## config.mk

```make
export PLATFORM = sky130hd
export DESIGN_NAME = fifo_stream_reader
export DESIGN_NICKNAME = d
export VERILOG_FILES = /design/src/rtl/fifo_stream_reader.sv
export SDC_FILE = /design/constraint.sdc
export NUM_CORES = 1
export LEC_CHECK = 0
export ABC_AREA = 1
export CORE_MARGIN = 2
export CORE_UTILIZATION = 65
export CTS_BUF_LIST = sky130_fd_sc_hd__clkbuf_4 sky130_fd_sc_hd__clkbuf_8 sky130_fd_sc_hd__clkbuf_16
export DETAILED_ROUTE_END_ITERATION = 10
export DONT_BUFFER_PORTS = 1
export PLACE_DENSITY = 0.89
export SKIP_LAST_GASP = 1
export SLEW_MARGIN = 10
export SYNTH_ARGS = -nofsm -noshare
export SYNTH_HDL_FRONTEND = slang
export SYNTH_SLANG_ARGS = --single-unit
```

## constraint.sdc

```tcl
create_clock -name clk -period 2.08 [get_ports clk]
set_input_delay 0.416 -clock clk [delete_from_list [all_inputs] [get_ports clk]]
set_output_delay 0.416 -clock clk [all_outputs]
set_load 0.01 [all_outputs]
```

## src/rtl/fifo_stream_reader.sv

```systemverilog
// Pops a 32-bit sync FIFO under buffer credit and replays words on a valid/ready stream; fifo_re->m_valid is 2 cycles.
// Backpressure holds fifo_re low once the skid buffer is committed; FIFO_RDR_STATS_EN adds rd_count/miss_count.
module fifo_stream_reader #(
   parameter int DW          = 32,
   parameter int BUF_DEPTH   = 2,
   parameter int BACKOFF_CYC = 4
) (
   input  logic          clk,
   input  logic          rstn,
   input  logic          en,
   output logic          fifo_re,
   input  logic [DW-1:0] fifo_dout,
   input  logic          fifo_empty,
   output logic          m_valid,
   output logic [DW-1:0] m_data,
   input  logic          m_ready,
   output logic          busy
`ifdef FIFO_RDR_STATS_EN
   ,
   output logic [31:0]   rd_count,
   output logic [15:0]   miss_count
`endif
);

   localparam int PW = (BUF_DEPTH > 1) ? $clog2(BUF_DEPTH) : 1;
   localparam int OW = $clog2(BUF_DEPTH + 1);
   localparam int CW = $clog2(BACKOFF_CYC + 1);

   typedef enum logic [1:0] {
      S_IDLE,
      S_READ,
      S_BACKOFF
   } state_t;

   state_t          r_state;
   logic            r_pend;
   logic [CW-1:0]   r_cnt;
   logic [DW-1:0]   r_buf [BUF_DEPTH];
   logic [PW-1:0]   r_wr_ptr;
   logic [PW-1:0]   r_rd_ptr;
   logic [OW-1:0]   r_occ;

   logic            w_push;
   logic            w_miss;
   logic            w_pop;
   logic            w_credit_ok;

   function automatic logic [PW-1:0] ptr_inc(input logic [PW-1:0] p);
      return (p == PW'(BUF_DEPTH - 1)) ? '0 : p + PW'(1);
   endfunction

   assign w_push  = r_pend & ~fifo_empty;
   assign w_miss  = r_pend & fifo_empty;
   assign m_valid = (r_occ != '0);
   assign m_data  = r_buf[r_rd_ptr];
   assign w_pop   = m_valid & m_ready;

   // An in-flight pop already owns a slot, so the returning word can never overflow.
   assign w_credit_ok = (32'(r_occ) + 32'(r_pend)) < (32'(BUF_DEPTH) + 32'(w_pop));

   assign fifo_re = (r_state == S_READ) & en & w_credit_ok & ~w_miss;
   assign busy    = (r_state != S_IDLE) | r_pend | (r_occ != '0);

   always_ff @(posedge clk or negedge rstn) begin
      if (!rstn) begin
         r_state <= S_IDLE;
         r_cnt   <= '0;
         r_pend  <= 1'b0;
      end else begin
         r_pend <= fifo_re;
         case (r_state)
            S_IDLE: begin
               if (en) r_state <= S_READ;
            end
            S_READ: begin
               if (w_miss) begin
                  r_state <= S_BACKOFF;
                  r_cnt   <= CW'(BACKOFF_CYC);
               end else if (!en) begin
                  r_state <= S_IDLE;
               end
            end
            S_BACKOFF: begin
               if (w_miss) begin
                  r_cnt <= CW'(BACKOFF_CYC);
               end else if (r_cnt == CW'(1)) begin
                  r_state <= en ? S_READ : S_IDLE;
                  r_cnt   <= '0;
               end else begin
                  r_cnt <= r_cnt - CW'(1);
               end
            end
            default: r_state <= S_IDLE;
         endcase
      end
   end

   always_ff @(posedge clk or negedge rstn) begin
      if (!rstn) begin
         for (int i = 0; i < BUF_DEPTH; i++) r_buf[i] <= '0;
         r_wr_ptr <= '0;
         r_rd_ptr <= '0;
         r_occ    <= '0;
      end else begin
         if (w_push) begin
            r_buf[r_wr_ptr] <= fifo_dout;
            r_wr_ptr        <= ptr_inc(r_wr_ptr);
         end
         if (w_pop) r_rd_ptr <= ptr_inc(r_rd_ptr);
         case ({w_push, w_pop})
            2'b10:   r_occ <= r_occ + OW'(1);
            2'b01:   r_occ <= r_occ - OW'(1);
            default: r_occ <= r_occ;
         endcase
      end
   end

`ifdef FIFO_RDR_STATS_EN
   logic [31:0] r_rd_count;
   logic [15:0] r_miss_count;

   always_ff @(posedge clk or negedge rstn) begin
      if (!rstn) begin
         r_rd_count   <= '0;
         r_miss_count <= '0;
      end else begin
         if (w_push) r_rd_count <= r_rd_count + 32'd1;
         if (w_miss && (r_miss_count != 16'hFFFF)) r_miss_count <= r_miss_count + 16'd1;
      end
   end

   assign rd_count   = r_rd_count;
   assign miss_count = r_miss_count;
`endif

endmodule

```

==> key figures <==
Timing
  • Final setup TNS: 0 ns
  • Final setup violation count: 0
  • Period utilisation layout: 0.9302
  • Hold Worst Slack: -0.2270 ns
  • Pins over their slew limit: 0
  • Clock Skew: 0.006119 ns
  • Fin crit period: 1.935 ns
  • Post-route worst setup slack: 0.1452 ns
  • Fmax: 516.8 MHz
  • Worst-margin pin slew: 0.3969 ns
  • Final hold vios: 74
  • RSZ-0062 raised after global routing: no
  • Worst rel slew slack: 0.7354

GRT
  • First-pass GRT wire length: 11430 um
  • GRT Residual Overflow: 0
  • Vias in the first global route: 2523
  • GRT Total Usage: 0.2416
  • Pin count of the biggest net entering global routing: 75
  • Initial antenna violation count: 0

Yosys
  • Synth top area share: 0.5331
  • Synth Net Count: 463
  • Yosys reg bits: 74
  • Mapped cell area: 3473 um^2
  • Synth area leaders: dfrtp_1 53%, nand2_1 20%, o21ai_2 5.8%
  • Distinct cells, synth: 21
  • Post-Syn Area per Cell: 8.250 um^2
  • Gate Count Post-Synth: 421
  • Register area share after synthesis: 0.5331
  • Yosys warnings: 0
  • Yosys top cell by area: dfrtp_1

Clock tree
  • TritonCTS Buffers: 9
  • H-tree lvl count: 3
  • Clock transition at path regs: 0.07 ns
  • CTS root buffer: clkbuf_8
  • Total clock sinks: 74
  • Max clock buf depth: 2
  • TritonCTS clock tree: built
  • Clk_lat worst skew: 0.33 ns

Floorplan
  • Die Width: 77.10 um
  • Core area: 5140 um^2
  • Die area: 5944 um^2
  • Die span in y: 77.10 um
  • Initial Util: 0.6758
  • Top Ports: 72
  • FP Rows: 26

Critical path
  • Worst EP arrival: 1.52 ns
  • Crit path max-delay family: flip-flops
  • RR Endpoint: r_occ[1]$_DFFE_PN0P_
  • R2R Setup Slk: 0.52 ns
  • R2r startpoint: r_occ[0]$_DFFE_PN0P_
  • CP max stage cell: dfrtp_2
  • Setup crit end kind: primary output
  • CP Launch Type: flop
  • Setup CP Type: reg -> out
  • WP data required: 1.66 ns
  • Bufs and invs on worst path: 1
  • Critical path peak fanout: 5
  • Reg2reg path depth: 8
  • Cell mode on critical path: ha_1
  • Slowest cell delay on critical path: 0.45 ns
  • Crit path cell chain: ha_1, ha_1, nor3_1, nand2_1, inv_1

Route
  • Vias/cell: 5.115
  • WL/cell: 13.26 um
  • ANT nets after route: 0
  • Vias: 2527
  • Iter 0 DRT Violations: 228
  • DRC violations left: 0
  • Routed WL: 6551 um
  • Pre-Repair DR Iteration Count: 4

Pwr
  • PwrDens: 1515 nW/um^2
  • Total leakage power: 2.049 nW
  • Peak VDD IR: 0.8195 mV
  • Total Power: 0.005566 W

Min path
  • Hold Path Class: in -> async

Placed design
  • Routability cong.: 0.7128
  • Post-DP HPWL: 4391 um
  • Port buffer count: 0
  • Pre-CTS setup slack: 0.4404 ns

Final layout
  • N_diodes: 0
  • Layout Nets: 462
  • Layout cell share with drive strength beyond 1: 0.1179
  • Synthesis-to-finish area growth: 5.800%

Outcome
  • Failing checks: negative hold slack
  • Status: finished with violations

Run
  • Maxcap violations: 0
==> repair_timing <==
action | CTS | global route
endpoints found under the setup margin | 0 | 1
hold endpoints to repair | 74 | 74
gates resized for setup | 0 | 1
buffers inserted | 0 | 1
==> worst register-to-register path, delay by kind of cell, from the launching register on <==
kind	cells	cell delay, ns
buffers and inverters	2	0.13
AND/OR/NAND/NOR	5	0.70
adder cells (fa/ha/maj)	1	0.20
flip-flops	1	0.43
==> final cells by class <==
| type | count | area (um^2) |
|---|---|---|
| Tap cell | 70 | 87.58 |
| Timing Repair Buffer | 8 | 72.57 |
| Multi-Input combinational cell | 276 | 1296 |
| Clock buffer | 12 | 158.9 |
| Sequential cell | 74 | 1853 |
| Inverter | 51 | 191.4 |
| Fill cell | 406 | 1465 |
| Clock inverter | 3 | 15.01 |
==> logic make-up (layout without fill, tap and decap cells) <==
logic type                 after synthesis  in the layout  share of synthesized area
AOI/OAI and AO/OA                       66             66                     0.1200
DFF                                     74             74                     0.5331
buffers and inverters                   71             74                    0.09366
and+or+nand+nor                        203            203                     0.2302
adders and majority gates                5              5                    0.01801
xor gates and xnor gates                 2              2                   0.005044
==> cell usage after synthesis <==
cell type / n
inv_1: 50
buf_6: 6
clkbuf_1: 3
xor2_1: 1
clkinv_1: 1
nand3_4: 1
o21ai_1: 31
buf_2: 10
nor2_1: 4
o21ai_0: 12
clkbuf_2: 1
nor3_1: 1
xnor2_1: 1
dfrtp_1: 74
nand3_1: 8
nand3b_2: 1
nand2_1: 186
o21ai_2: 23
nand4_1: 1
or2_2: 1
ha_1: 5
==> per-layer routing <==
layer  global-route usage  part of all wire  routed length [um]
met1               0.3235              0.45                2978
met2               0.3877              0.48                3155
met3              0.05882             0.054                 352
met4              0.08571            0.0099                  65
met5                    0                 0                   0
==> how the worst max path moves through the flow <==
stage          depth (start not counted)             start       to
6_report                               5  r_pend$_DFF_PN0_  fifo_re
3_3_place_gp                           5  r_pend$_DFF_PN0_  fifo_re
3_5_place_dp                           5  r_pend$_DFF_PN0_  fifo_re
5_1_grt                                5  r_pend$_DFF_PN0_  fifo_re
4_1_cts                                5  r_pend$_DFF_PN0_  fifo_re
2_1_floorplan                          5  r_pend$_DFF_PN0_  fifo_re
==> cell usage in the layout, fill, tap and decap left out, types with 3 or more instances in the layout <==
cell type and n:
nand2_1 186, buf_4 7, o21ai_2 23, inv_1 50, o21ai_0 12, nand3_1 8, dfrtp_1 73, clkbuf_8 11
nor2_1 4, clkinv_2 3, ha_1 5, o21ai_1 31
==> stage by stage <==
stage / area [um^2] / util / instances
after global placement: 3492 / 0.6794 / 478
final: 3675 / 0.7149 / 494
after CTS: 3666 / 0.7132 / 493
after floorplan: 3473 / - / 421
after global routing: 3675 / 0.7149 / 494
after detailed placement: 3492 / 0.6794 / 478
==> power by group <==
part | total (W) | switching, W | internal [W]
combinational | 0.00211 | 0.00138 | 0.000733
clock | 0.000993 | 0.000494 | 0.000500
sequential | 0.00246 | 0.000368 | 0.00209
==> registers in the layout, summed over array words and instances, names as in the netlist <==
signal / flops
r_wr_ptr: 1
r_buf: 64
r_rd_ptr: 1
r_occ: 2
r_state: 2
r_cnt: 3
r_pend: 1
No activity file was read; power rests on OpenSTA's default activity.
==> edit (same settings) <==
The option `FIFO_RDR_STATS_EN` is turned on by a define.
--- a/src/rtl/fifo_stream_reader.sv
+++ b/src/rtl/fifo_stream_reader.sv
@@ -1,5 +1,7 @@
 // Pops a 32-bit sync FIFO under buffer credit and replays words on a valid/ready stream; fifo_re->m_valid is 2 cycles.
 // Backpressure holds fifo_re low once the skid buffer is committed; FIFO_RDR_STATS_EN adds rd_count/miss_count.
+`define FIFO_RDR_STATS_EN
+
 module fifo_stream_reader #(
    parameter int DW          = 32,
    parameter int BUF_DEPTH   = 2,
Function (old outputs only; new: miss_count and rd_count): kept (Yosys induction, for registers that start in step).
==> edit against the unedited design <==
- the run still ends with negative hold slack left
- wire length grew 94%
- non-clock buffer count is the same
- highest routed layer unchanged
- synthesized area rose by 70%
- die area is 66% higher
- final area grew 82%
- sequential cell count rose by 48
- worst setup slack lost 0.078 ns
- power grew 62%
==> edit: results (changes against the unedited design) <==
[cells_and_area]
multi_input_area_share_pct = 36.5  ; was 35.3%
multi_input_area_um2 = 2440  ; was 1300 µm²
fillers = 610  ; was 406
clock_area_share_pct = 9.71  ; was 4.73%
clock_buffers = 21  ; was 12
final_layout_size_suffix_gt1_share_pct = 7.73  ; was 11.8%

[power_and_ir_drop]
swShare_pct = 33.1  ; was 40.3%
leakagePower_nw = 3.48  ; was 2.05 nW
ir_drop_uv = 958  ; was 819 µV

[timing]
hold_viol_final = 122  ; was 74
hold_ws_ns = -0.392  ; was -0.227 ns
clock_skew_ns = 0.0117  ; was 0.00612 ns
max_freq_ghz = 0.497  ; was 0.517 GHz
max-slew-margin-rel_pct = 58.1  ; was 73.5%

[worst_setup_path]
worst_r2r_endpoint = rd_count[26]$_DFFE_PN0N_  ; was r_occ[1]$_DFFE_PN0P_
r2r_start = rd_count[0]$_DFFE_PN0N_  ; was r_occ[0]$_DFFE_PN0P_
crit_arrival_ns = 1.60  ; was 1.52 ns

[place]
place_congestion = 0.887  ; was 0.713
place_ws_ns = 0.307  ; was 0.440 ns
dp_hpwl_um = 8290  ; was 4390 µm
dpl.cell_count = 835  ; was 478

[clocking]
cts.htree.levels = 4  ; was 3
cts_setup_buffers = 2  ; was 0
numCtsBuffers = 17  ; was 9

[synth]
synth_cells = 745  ; was 421
synth_commonest_cells = nand2_1, dfrtp_1, inv_1  ; unchanged
yosysUniqueCellTypes = 29  ; was 21
syn_nets = 789  ; was 463

[global_route]
grt.total_usage_pct = 27.2  ; was 24.2%
use_met2_pct = 44.4  ; was 38.8%
grt_use_met3_pct = 7.03  ; was 5.88%
grt_max_degree = 123  ; was 75
grt_pass1_wl_um = 21500  ; was 11,400 µm
gr-usage-met1_pct = 35.6  ; was 32.3%

[route]
drt_iter0_markers = 281  ; was 228
num_vias = 4746  ; was 2,527
post_drt_wl_per_cell_um = 14.6  ; was 13.3 µm

[outcome]
violations = negative hold slack  ; unchanged
status = complete, but fails checks  ; unchanged

[floorplanning]
dieArea_um2 = 9850  ; was 5940 µm²

[edit: cell count changes in the layout (fill, tap and decap cells not counted), sizes merged, moves of 9 or more]
cell and delta:
dfrtp +48, xor2 +16, xnor2 +20, nor2 +49
nand3 +17, inv +37, nand2 +104, clkbuf +9
[edit: cell families (layout without fill, tap and decap cells)]
group                      count (synthesis)  in the layout  share of synthesized area (%)
adders and majority gates                  7              7                           1.48
DFF                                      122            122                           51.8
AOI/OAI and AO/OA                         80             80                           6.87
and+or+nand+nor                          389            389                           26.9
xor gates and xnor gates                  38             38                           5.64
buffers and inverters                    109            127                           7.38
[edit: critical path, stage by stage (launching register included)]
cell and delay (ns):
dfrtp_1 0.38, buf_4 0.16, nand2_2 0.09, nand4_1 0.13, nor2_1 0.17, nand2_1 0.08, inv_2 0.09
[edit: per-layer routing]
metal / share of wire (%) / routed length, µm / up-vias
met1: 43 / 5440 / 2234
met2: 50 / 6360 / 171
li1: - / - / 2327
met4: 1.2 / 149 / 0
met3: 6.0 / 762 / 14
met5: 0 / 0 / -
